File: src/rtl/fir_sched_pkg.sv
// ---------------------------------------------------------------------------
// fir_sched_pkg
// Shared definitions for the FIR MAC scheduler: the sequencer state type,
// the length of the pipeline drain phase, and a helper that folds an address
// back into the sample ring.
// ---------------------------------------------------------------------------
package fir_sched_pkg;

    typedef enum logic [1:0] {
        IDLE  = 2'd0,
        RUN   = 2'd1,
        FLUSH = 2'd2
    } sched_state_t;

    // Cycles spent after the last read so the RAM/ROM and strobe delay empty
    localparam int FLUSH_CYCLES = 2;

    // Wrap an address into a ring of depth 2**addrWidth (addrWidth <= 16)
    function automatic logic [15:0] ringWrap(input logic [15:0] value,
                                             input int unsigned addrWidth);
        logic [15:0] mask;
        mask = 16'((32'd1 << addrWidth) - 32'd1);
        return value & mask;
    endfunction

endpackage

File: src/rtl/fir_mac_scheduler_if.sv
// ---------------------------------------------------------------------------
// fir_mac_scheduler_if
// Bundles the sample-stream input and every sequencer output of the FIR MAC
// scheduler.
//   master : the scheduler (samples in_valid, drives everything else)
//   slave  : the surrounding datapath / sample source
// Signals:
//   in_valid  new sample for all channels this cycle
//   wr_en     sample RAM write strobe
//   wr_addr   ring write pointer
//   rd_addr   sample RAM read address
//   coef_addr coefficient ROM address
//   ch_sel    channel of the current read / MAC op
//   mac_clr   load product instead of accumulate
//   mac_en    MAC operand valid
//   dump      accumulator of dump_ch complete (1 cycle)
//   dump_ch   channel being dumped
//   busy      block in progress
//   overrun   sticky: trigger arrived while busy
// ---------------------------------------------------------------------------
interface fir_mac_scheduler_if #(
    parameter int ADDR_WIDTH = 8,
    parameter int COEF_WIDTH = 8
);
    logic                  in_valid;
    logic                  wr_en;
    logic [ADDR_WIDTH-1:0] wr_addr;
    logic [ADDR_WIDTH-1:0] rd_addr;
    logic [COEF_WIDTH-1:0] coef_addr;
    logic [1:0]            ch_sel;
    logic                  mac_clr;
    logic                  mac_en;
    logic                  dump;
    logic [1:0]            dump_ch;
    logic                  busy;
    logic                  overrun;

    modport master (
        input  in_valid,
        output wr_en, wr_addr, rd_addr, coef_addr, ch_sel,
        output mac_clr, mac_en, dump, dump_ch, busy, overrun
    );

    modport slave (
        output in_valid,
        input  wr_en, wr_addr, rd_addr, coef_addr, ch_sel,
        input  mac_clr, mac_en, dump, dump_ch, busy, overrun
    );
endinterface

File: src/rtl/fir_tap_counter.sv
// ---------------------------------------------------------------------------
// fir_tap_counter
// Tap index k (0..NUM_TAPS-1) nested inside channel index ch (0..NUM_CH-1).
// Ports:
//   clk, reset   system clock, synchronous active-high reset
//   start_i      restart at k=0, ch=0
//   step_i       advance one tap (wraps into the next channel)
//   k_o, ch_o    current tap / channel
//   last_tap_o   k is the final tap of a channel
//   last_ch_o    ch is the final channel
// ---------------------------------------------------------------------------
module fir_tap_counter #(
    parameter int NUM_TAPS = 199,
    parameter int NUM_CH   = 2,
    parameter int K_WIDTH  = 8
) (
    input  logic               clk,
    input  logic               reset,
    input  logic               start_i,
    input  logic               step_i,
    output logic [K_WIDTH-1:0] k_o,
    output logic [1:0]         ch_o,
    output logic               last_tap_o,
    output logic               last_ch_o
);

    logic [K_WIDTH-1:0] k_q, k_d;
    logic [1:0]         ch_q, ch_d;

    assign k_o        = k_q;
    assign ch_o       = ch_q;
    assign last_tap_o = (k_q == K_WIDTH'(NUM_TAPS - 1));
    assign last_ch_o  = (ch_q == 2'(NUM_CH - 1));

    // Next tap: restart wins over step; the final tap rolls into the next channel
    always_comb begin
        k_d  = k_q;
        ch_d = ch_q;
        if (start_i) begin
            k_d  = '0;
            ch_d = '0;
        end else if (step_i) begin
            if (last_tap_o) begin
                k_d  = '0;
                ch_d = last_ch_o ? 2'd0 : ch_q + 2'd1;
            end else begin
                k_d = k_q + K_WIDTH'(1);
            end
        end
    end

    // Counter registers
    always_ff @(posedge clk) begin
        if (reset) begin
            k_q  <= '0;
            ch_q <= '0;
        end else begin
            k_q  <= k_d;
            ch_q <= ch_d;
        end
    end

endmodule

File: src/rtl/fir_mac_scheduler.sv
// ---------------------------------------------------------------------------
// fir_mac_scheduler
// Sequencer for a single-MAC, RAM-backed decimating FIR shared by NUM_CH
// channels. Owns the ring write pointer and decimation counter; every RATE
// samples it walks NUM_TAPS sample/coefficient reads per channel and emits
// the MAC clear/enable/dump strobes one and two cycles behind the addresses.
// Ports:
//   clk    system clock
//   reset  synchronous active-high reset
//   bus    fir_mac_scheduler_if.master (in_valid in; addresses, strobes,
//          busy and overrun out)
// Build option:
//   COEF_SYMMETRIC_EN  fold coef_addr for a half-depth linear-phase ROM
// ---------------------------------------------------------------------------
module fir_mac_scheduler
    import fir_sched_pkg::*;
#(
    parameter int RATE       = 8,
    parameter int NUM_TAPS   = 199,
    parameter int ADDR_WIDTH = 8,
    parameter int COEF_WIDTH = 8,
    parameter int NUM_CH     = 2
) (
    input  logic                 clk,
    input  logic                 reset,
    fir_mac_scheduler_if.master  bus
);

    localparam int DECI_W = (RATE > 1) ? $clog2(RATE) : 1;

    sched_state_t          state_q;
    logic [1:0]            flush_cnt_q;
    logic [ADDR_WIDTH-1:0] wr_addr_q;
    logic [DECI_W-1:0]     deci_q;
    logic [ADDR_WIDTH-1:0] base_q;
    logic [ADDR_WIDTH-1:0] rd_addr_q;
    logic [COEF_WIDTH-1:0] coef_addr_q;
    logic                  mac_en_q;
    logic                  mac_clr_q;
    logic                  last_seen_q;
    logic [1:0]            last_ch_sel_q;
    logic                  dump_q;
    logic [1:0]            dump_ch_q;
    logic                  busy_q;
    logic                  overrun_q;

    logic                  trigger;
    logic                  start;
    logic [ADDR_WIDTH-1:0] base_d;
    logic [ADDR_WIDTH-1:0] k;
    logic [ADDR_WIDTH-1:0] kNext;
    logic [1:0]            ch;
    logic                  lastTap;
    logic                  lastCh;

    // Coefficient address for tap k; the symmetric build mirrors the upper half
    function automatic logic [COEF_WIDTH-1:0] coefOf(input logic [ADDR_WIDTH-1:0] tap);
`ifdef COEF_SYMMETRIC_EN
        if (int'(tap) < (NUM_TAPS + 1) / 2)
            return COEF_WIDTH'(tap);
        else
            return COEF_WIDTH'(NUM_TAPS - 1 - int'(tap));
`else
        return COEF_WIDTH'(tap);
`endif
    endfunction

    fir_tap_counter #(
        .NUM_TAPS (NUM_TAPS),
        .NUM_CH   (NUM_CH),
        .K_WIDTH  (ADDR_WIDTH)
    ) u_tap_counter (
        .clk        (clk),
        .reset      (reset),
        .start_i    (start),
        .step_i     (state_q == RUN),
        .k_o        (k),
        .ch_o       (ch),
        .last_tap_o (lastTap),
        .last_ch_o  (lastCh)
    );

    // Trigger fires on the sample that completes a decimation period; the
    // window it opens ends on that very sample, so base sits NUM_TAPS-1 back
    always_comb begin
        trigger = bus.in_valid && (deci_q == DECI_W'(RATE - 1));
        start   = trigger && (state_q == IDLE);
        base_d  = ADDR_WIDTH'(ringWrap(16'(wr_addr_q) - 16'(NUM_TAPS - 1), ADDR_WIDTH));
        kNext   = lastTap ? '0 : k + ADDR_WIDTH'(1);
    end

    // Sequencer: write side, decimation, read addresses and delayed strobes.
    // Addresses are loaded one tap ahead so rd_addr/coef_addr always match the
    // counter's current k; mac_en/mac_clr trail them by the 1-cycle RAM/ROM
    // latency and dump trails the channel's last mac_en by one more cycle.
    always_ff @(posedge clk) begin
        if (reset) begin
            state_q       <= IDLE;
            flush_cnt_q   <= '0;
            wr_addr_q     <= '0;
            deci_q        <= '0;
            base_q        <= '0;
            rd_addr_q     <= '0;
            coef_addr_q   <= '0;
            mac_en_q      <= 1'b0;
            mac_clr_q     <= 1'b0;
            last_seen_q   <= 1'b0;
            last_ch_sel_q <= '0;
            dump_q        <= 1'b0;
            dump_ch_q     <= '0;
            busy_q        <= 1'b0;
            overrun_q     <= 1'b0;
        end else begin
            if (bus.in_valid) begin
                wr_addr_q <= ADDR_WIDTH'(ringWrap(16'(wr_addr_q) + 16'd1, ADDR_WIDTH));
                deci_q    <= (deci_q == DECI_W'(RATE - 1)) ? '0 : deci_q + DECI_W'(1);
            end

            mac_en_q      <= (state_q == RUN);
            mac_clr_q     <= (state_q == RUN) && (k == '0);
            last_seen_q   <= (state_q == RUN) && lastTap;
            last_ch_sel_q <= ch;
            dump_q        <= last_seen_q;
            if (last_seen_q)
                dump_ch_q <= last_ch_sel_q;

            case (state_q)
                IDLE: begin
                    if (trigger) begin
                        state_q     <= RUN;
                        base_q      <= base_d;
                        rd_addr_q   <= base_d;
                        coef_addr_q <= coefOf('0);
                        busy_q      <= 1'b1;
                    end
                end
                RUN: begin
                    if (trigger)
                        overrun_q <= 1'b1;
                    if (lastTap && lastCh) begin
                        state_q     <= FLUSH;
                        flush_cnt_q <= '0;
                    end else begin
                        rd_addr_q   <= lastTap ? base_q
                                     : ADDR_WIDTH'(ringWrap(16'(rd_addr_q) + 16'd1, ADDR_WIDTH));
                        coef_addr_q <= coefOf(kNext);
                    end
                end
                FLUSH: begin
                    if (trigger)
                        overrun_q <= 1'b1;
                    if (flush_cnt_q == 2'(FLUSH_CYCLES - 1)) begin
                        state_q <= IDLE;
                        busy_q  <= 1'b0;
                    end else begin
                        flush_cnt_q <= flush_cnt_q + 2'd1;
                    end
                end
                default: state_q <= IDLE;
            endcase
        end
    end

    assign bus.wr_en     = bus.in_valid;
    assign bus.wr_addr   = wr_addr_q;
    assign bus.rd_addr   = rd_addr_q;
    assign bus.coef_addr = coef_addr_q;
    assign bus.ch_sel    = ch;
    assign bus.mac_clr   = mac_clr_q;
    assign bus.mac_en    = mac_en_q;
    assign bus.dump      = dump_q;
    assign bus.dump_ch   = dump_ch_q;
    assign bus.busy      = busy_q;
    assign bus.overrun   = overrun_q;

endmodule

File: src/flat_wrapper.sv
// flat-port wrapper written by rule: the top's interface ports become plain ports
module fir_mac_scheduler_flat import fir_sched_pkg::*;
#(
    parameter int RATE       = 8,
    parameter int NUM_TAPS   = 199,
    parameter int ADDR_WIDTH = 8,
    parameter int COEF_WIDTH = 8,
    parameter int NUM_CH     = 2
)
  (clk, reset, bus_in_valid, bus_wr_en, bus_wr_addr, bus_rd_addr, bus_coef_addr, bus_ch_sel, bus_mac_clr, bus_mac_en, bus_dump, bus_dump_ch, bus_busy, bus_overrun);
  fir_mac_scheduler_if #(.ADDR_WIDTH(ADDR_WIDTH), .COEF_WIDTH(COEF_WIDTH)) bus_i ();
  input  logic clk;
  input  logic reset;
  input wire logic [$bits(bus_i.in_valid)-1:0] bus_in_valid;
  output wire logic [$bits(bus_i.wr_en)-1:0] bus_wr_en;
  output wire logic [$bits(bus_i.wr_addr)-1:0] bus_wr_addr;
  output wire logic [$bits(bus_i.rd_addr)-1:0] bus_rd_addr;
  output wire logic [$bits(bus_i.coef_addr)-1:0] bus_coef_addr;
  output wire logic [$bits(bus_i.ch_sel)-1:0] bus_ch_sel;
  output wire logic [$bits(bus_i.mac_clr)-1:0] bus_mac_clr;
  output wire logic [$bits(bus_i.mac_en)-1:0] bus_mac_en;
  output wire logic [$bits(bus_i.dump)-1:0] bus_dump;
  output wire logic [$bits(bus_i.dump_ch)-1:0] bus_dump_ch;
  output wire logic [$bits(bus_i.busy)-1:0] bus_busy;
  output wire logic [$bits(bus_i.overrun)-1:0] bus_overrun;
  assign bus_i.in_valid = bus_in_valid;
  assign bus_wr_en = bus_i.wr_en;
  assign bus_wr_addr = bus_i.wr_addr;
  assign bus_rd_addr = bus_i.rd_addr;
  assign bus_coef_addr = bus_i.coef_addr;
  assign bus_ch_sel = bus_i.ch_sel;
  assign bus_mac_clr = bus_i.mac_clr;
  assign bus_mac_en = bus_i.mac_en;
  assign bus_dump = bus_i.dump;
  assign bus_dump_ch = bus_i.dump_ch;
  assign bus_busy = bus_i.busy;
  assign bus_overrun = bus_i.overrun;
  fir_mac_scheduler #(.RATE(RATE), .NUM_TAPS(NUM_TAPS), .ADDR_WIDTH(ADDR_WIDTH), .COEF_WIDTH(COEF_WIDTH), .NUM_CH(NUM_CH)) u_core (.clk(clk), .reset(reset), .bus(bus_i));
endmodule
File: config.mk
export PLATFORM = sky130hd
export DESIGN_NAME = fir_mac_scheduler_flat
export DESIGN_NICKNAME = d
export VERILOG_FILES = /design/src/rtl/fir_sched_pkg.sv /design/src/rtl/fir_mac_scheduler_if.sv /design/src/rtl/fir_tap_counter.sv /design/src/rtl/fir_mac_scheduler.sv /design/src/flat_wrapper.sv
export SDC_FILE = /design/constraint.sdc
export NUM_CORES = 1
export LEC_CHECK = 0
export CAP_MARGIN = 20
export CORE_ASPECT_RATIO = 0.7
export CORE_MARGIN = 10
export CORE_UTILIZATION = 45
export DETAILED_ROUTE_END_ITERATION = 12
export PLACE_DENSITY = 0.67
export SLEW_MARGIN = 15
export SYNTH_ARGS = -nofsm -noshare
export SYNTH_HDL_FRONTEND = slang
export SYNTH_SLANG_ARGS = --single-unit
File: constraint.sdc
create_clock -name clk -period 2.4 [get_ports clk]
set_input_delay 0.48 -clock clk [delete_from_list [all_inputs] [get_ports clk]]
set_output_delay 0.48 -clock clk [all_outputs]
set_load 0.005 [all_outputs]
======== Word-level counts from Yosys, hierarchy flattened ========
Index checks and enable logic that the tools add are counted.
word-level totals
  input bits .............................. 3
  output and inout port bits .............. 34
  register bits after elaboration ......... 59
  word-level logic and storage cells ...... 74
operators by class
  eq/ne operators ......................... 11
  muxes and demuxes ....................... 20
  $add $sub $neg .......................... 7
  reduce and logical (&&, ||, !) cells .... 19
operators by type and width
  cell                                                                     count
  8-bit two-way mux                                                        6
  8-bit one-hot mux with 2 select lines                                    2
  8-bit by 1-bit adder with 8-bit output, second input constant            3
  2-bit two-way mux                                                        6
  3-bit AND reduction                                                      4
  8-bit equality test, second input constant                               1
  8-bit logical NOT                                                        1
  8-bit subtractor, second input constant                                  1
  2-bit by 1-bit equality test with 1-bit output, second input constant    3
  2-bit by 1-bit inequality test with 1-bit output, second input constant  3
  2-bit one-hot mux with 3 select lines                                    1
  2-bit AND reduction                                                      3
  2-bit nonzero test                                                       3
  1-bit logical AND                                                        5
  2-bit by 1-bit adder with 2-bit output, second input constant            2
  2-bit inequality test, second input constant                             2
  2-bit one-hot mux with 2 select lines                                    1
  2-bit OR reduction                                                       2
  3-bit by 1-bit adder with 3-bit output, second input constant            1
  3-bit equality test, second input constant                               1
  3-bit two-way mux                                                        1
  2-bit equality test, second input constant                               1
  2-bit logical NOT                                                        1
  1-bit two-way mux                                                        2
  1-bit one-hot mux with 2 select lines                                    1

======== Logic depth before layout (Yosys ltp) ========
  word-level depth ........................ 4
  depth in mapped cells ................... 10

======== Modules after synthesis ========
Synthesis repeated with hierarchy kept, for this count alone.
unflattened totals
  cells, all modules ...................... 333
  area total of the unflattened synthesis .. 2900.3 sq um
by module, submodules not included
  module             instances  area each (sq um)  cells an instance
  fir_mac_scheduler  1          2447.3             282
  fir_tap_counter    1          452.9              51

======== Worst setup path after synthesis ========
OpenSTA, ideal clock, no wires.
  path kind ............................... register to register
  start ................................... register u_core.deci_q[0]
  end ..................................... register u_core.rd_addr_q[1], in the netlist u_core.bus.rd_addr[1]
  path buffers ............................ 3
  clock period less this slack ............ 1.814 ns
  arrival time ............................ 1.748 ns
  required time ........................... 2.334 ns
  slack ................................... 0.586 ns
  stages on the path, launching flop included .. 11
  cell sequence ........................... dfxtp_1 -> ha_1 -> ha_1 -> buf_2 -> a21bo_2 -> o21ai_1 -> a31o_1 -> buf_6 -> buf_6 -> nand2_1 -> a21oi_2
on the way
  word-level cells in the longest chain between the ends .. 4
ends and longest elaborated chain
  item                                                               RTL line                  RTL
  start, declared                                                    fir_mac_scheduler.sv:34   logic [DECI_W-1:0] deci_q;
  start signal, assigned                                             fir_mac_scheduler.sv:116  deci_q <= (deci_q == DECI_W'(RATE - 1)) ? '0 : deci_q + DECI_W'(1);
  3-bit equality test                                                fir_mac_scheduler.sv:86   trigger = bus.in_valid && (deci_q == DECI_W'(RATE - 1));
  1-bit logical AND                                                  fir_mac_scheduler.sv:86
  2-bit by 1-bit inequality test with 1-bit output (no source line)  -
  3-bit AND reduction (no source line)                               -
  end signal, assigned                                               fir_mac_scheduler.sv:132  rd_addr_q <= base_d;
  end signal, assigned                                               fir_mac_scheduler.sv:144  rd_addr_q <= lastTap ? base_q
  end, declared                                                      fir_mac_scheduler.sv:36   logic [ADDR_WIDTH-1:0] rd_addr_q;
No other way between the ends.
A chain may end at the register's enable or synchronous reset.

======== Worst setup path after layout ========
Same ends and word-level chain as after synthesis.

==> metrics <==
outcome finished clean; Clk pwr share 0.292; count of state elements after synthesis 59; Routed WL roughly 7000 µm; Die Area slightly above 10000 µm²; Mapped Area ~3000 µm²; compound-gate portion of the synthesized area 0.159; Post-CTS Hold Buffers 0; # Post-CTS Setup Buffers 0; WS Path Type flop to flop; CP required between 2000 and 3000 ps; largest net degree at the start of global routing 22; antenna cell count 0; DR vias ~2500; minimum clock period 2010 ps; DRT antenna net count 0; drt first pass iters 4; Ys Warns 0; Post-Synth XOR/XNOR Area 0.0681; synthesized netlist net count roughly 350; post-layout worst setup margin between 300 and 400 ps; # DRC 0; Iter 0 DRT Violations 147; highest routed layer met4; clk_skew between 6 and 7 ps; Post-Synth Adder-Cell Area 0.0550; Inst Count DP around 440; Register-to-Register Setup Slack just under 400 ps; crit-path most repeated cell ha_1; Seq pwr share 0.383; Initial Utilization 0.469; Finished Core Util 0.561; mux cell area share after synthesis 0.0237; Leak 1.30 nW; FP Rows 24; Rel. slew slack 0.674; Final nets ~390; cts bufs inserted 9; final instance area approximately 3500 µm²; hold_sp u_core.bus.coef_addr[4]; WL met1 roughly 3500 µm; Critical Path Max Stage Delay ~370 ps; hold endpoint u_core.bus.coef_addr[4]; Post-Synthesis Cells 335; count leader, synth dfxtp_1; fraction of layout cells with a size suffix above 1 0.117; Total GRT Usage 0.143; final-report setup violation count 0; syn avg cell area about 9 µm²; worst r2r path cells 8; Max Cap Viol 0; Most used DFF post-synth dfxtp_1; worst hold slack 451 ps; setup_tns 0 ps; worst r2r dst u_core.bus.rd_addr[1]; met3 WL approximately 430 µm; Synth area leader dfxtp_1; Critical Path Slowest Stage Cell a31o_1; Die Y between 80 and 90 µm; CTS tree yes; Int Power ~2.0 mW; fin. max-slew vios 0; origin of the critical flop-to-flop path u_core.deci_q[0]; maximum vdd drop about 780 µV; DIE WIDTH ~120 µm; final count of hold timing violations 0; global-route wire length before repair approximately 12000 µm; Peak Freq ~500 MHz; Synth top area share 0.399; vias in the first global route roughly 2300; Max Buffers Root-to-Sink 2; HPWL after DPL 5100 µm; CP Max Fanout 10; Post-Layout Cell Count between 400 and 500; CTS clock-pin slew for the worst setup and hold paths 70 ps; Combinational Power Share 0.325; gpl congestion just under 0.9; Worst Hold Depth 2; Tightest Pin Transition slightly below 500 ps; critical path, cell by cell ha_1, ha_1, a21bo_2, o21ai_1, a31o_1, buf_4, nand2_1, a21oi_2; port bufs 36; Post-synth ARST share 0; Seq/Total Area, Yosys 0.399; Critical Path Start Type flop; Place WS approximately 200 ps; Clock Sinks 59; total power between 3 and 4 mW; WL met2 around 3000 µm; Unique masters post-synth 57; H-Tree Depth 3; Pwr per Cell Area 882 nW/µm²; grt ovf 0; fin crit share 0.839; Core Box Area 6310 µm²; Resized cells post-CTS 0; RSZ-0062 raised after global routing no; Area after DPL about 3300 µm²; Critical Path AT ~2300 ps; clock latency on the worst-skew pair approximately 330 ps; switching share of total power 0.359; Synth area leaders dfxtp_1 (40%), ha_1 (5.5%), nor2_1 (4.7%); largest family of logic cells by synthesized area simple AND/OR/NAND/NOR gates; simple logic cell fraction of the synthesized area 0.223; Post-synth EDFFs 0; vias per inst roughly 5.4; worst hold path class flop to flop; # IOs 37; Synth top cells by count dfxtp_1 (59), nor2_1 (37), nand2_1 (30); initial antenna violation count 0; Psw around 1.1 mW; Root Buffer clkbuf_8; Filler cells 588; P&R area growth vs syn 19.6%; Setup crit end kind flop; wire length per cell around 15 µm
[cell families (layout without fill, tap and decap cells)]
| family | after synthesis | in the layout |
|---|---|---|
| simple gates | 131 | 131 |
| compound gates | 68 | 68 |
| flops | 59 | 59 |
| buf+inv | 34 | 74 |
| xor+xnor | 23 | 23 |
| fa+ha+maj | 13 | 13 |
| mux | 7 | 7 |
[flip-flops by register name (all words and copies together), names as in the netlist, 2 cells and up]
name	count
u_core.base_q	8
u_core.bus.coef_addr	8
u_core.bus.rd_addr	8
u_core.bus.wr_addr	8
u_core.u_tap_counter.k_o	8
u_core.deci_q	3
u_core.bus.dump_ch	2
u_core.flush_cnt_q	2
u_core.last_ch_sel_q	2
u_core.state_q	2
u_core.u_tap_counter.ch_o	2
[final cells by class]
class,count,area [µm²],share of cell area
Clock buffer,9,124,0.0350
Clock inverter,7,78.8,0.0223
Inverter,9,33.8,0.00955
Multi-Input combinational cell,242,1560,0.442
Sequential cell,59,1180,0.334
Tap cell,78,97.6,0.0276
Timing Repair Buffer,49,458,0.129
[cell usage in the layout (no fill, tap or decap), drive strengths merged, types with 4 or more instances in the layout]
| cell type | count |
|---|---|
| o21ai | 10 |
| nand2 | 30 |
| buf | 13 |
| clkbuf | 9 |
| mux2i | 7 |
| dfxtp | 59 |
| nand3 | 19 |
| and3 | 6 |
| inv | 9 |
| a22o | 5 |
| a31oi | 6 |
| nor2 | 38 |
| xor2 | 12 |
| nor3 | 12 |
| nand4 | 5 |
| ha | 13 |
| xnor2 | 11 |
| nor2b | 4 |
| a21oi | 25 |
| clkdlybuf4s50 | 36 |
| nand2b | 4 |
[worst max path at each step]
stage                      start                      end  slack [ps]  cells after the start
3_3_place_gp        bus_in_valid    u_core.bus.rd_addr[1]         220                      7
3_5_place_dp        bus_in_valid    u_core.bus.rd_addr[1]         200                      7
2_1_floorplan   u_core.deci_q[0]    u_core.bus.rd_addr[1]         590                     10
6_report        u_core.deci_q[0]    u_core.bus.rd_addr[1]         390                      8
5_1_grt        u_core.state_q[1]  u_core.bus.coef_addr[1]         200                      8
4_1_cts         u_core.deci_q[0]  u_core.bus.coef_addr[0]         380                      8
[power groups by stage]
stage               Combinational, mW  Clock, mW  Sequential (mW)
finish                           1.01      0.910             1.20
global route                     1.14      0.978             1.21
CTS                              1.02      0.929             1.20
detailed placement               1.01          0             1.22
global placement                0.990          0             1.21
floorplan                       0.756          0             1.19
[metal layers]
layer / track usage / vias up
li1: - / 1235
met1: 0.202 / 1169
met2: 0.202 / 58
met3: 0.0423 / 6
met4: 0.0436 / 0
met5: 0 / -
[worst max-delay path: cells and delay by family, from the launching register on]
family	cells	cell delay [ps]
adders and majority gates	2	410
DFF	1	330
AOI/OAI and AO/OA	4	900
and+or+nand+nor	1	80
buffers and inverters	1	240
(Power assumes the default switching activity.)
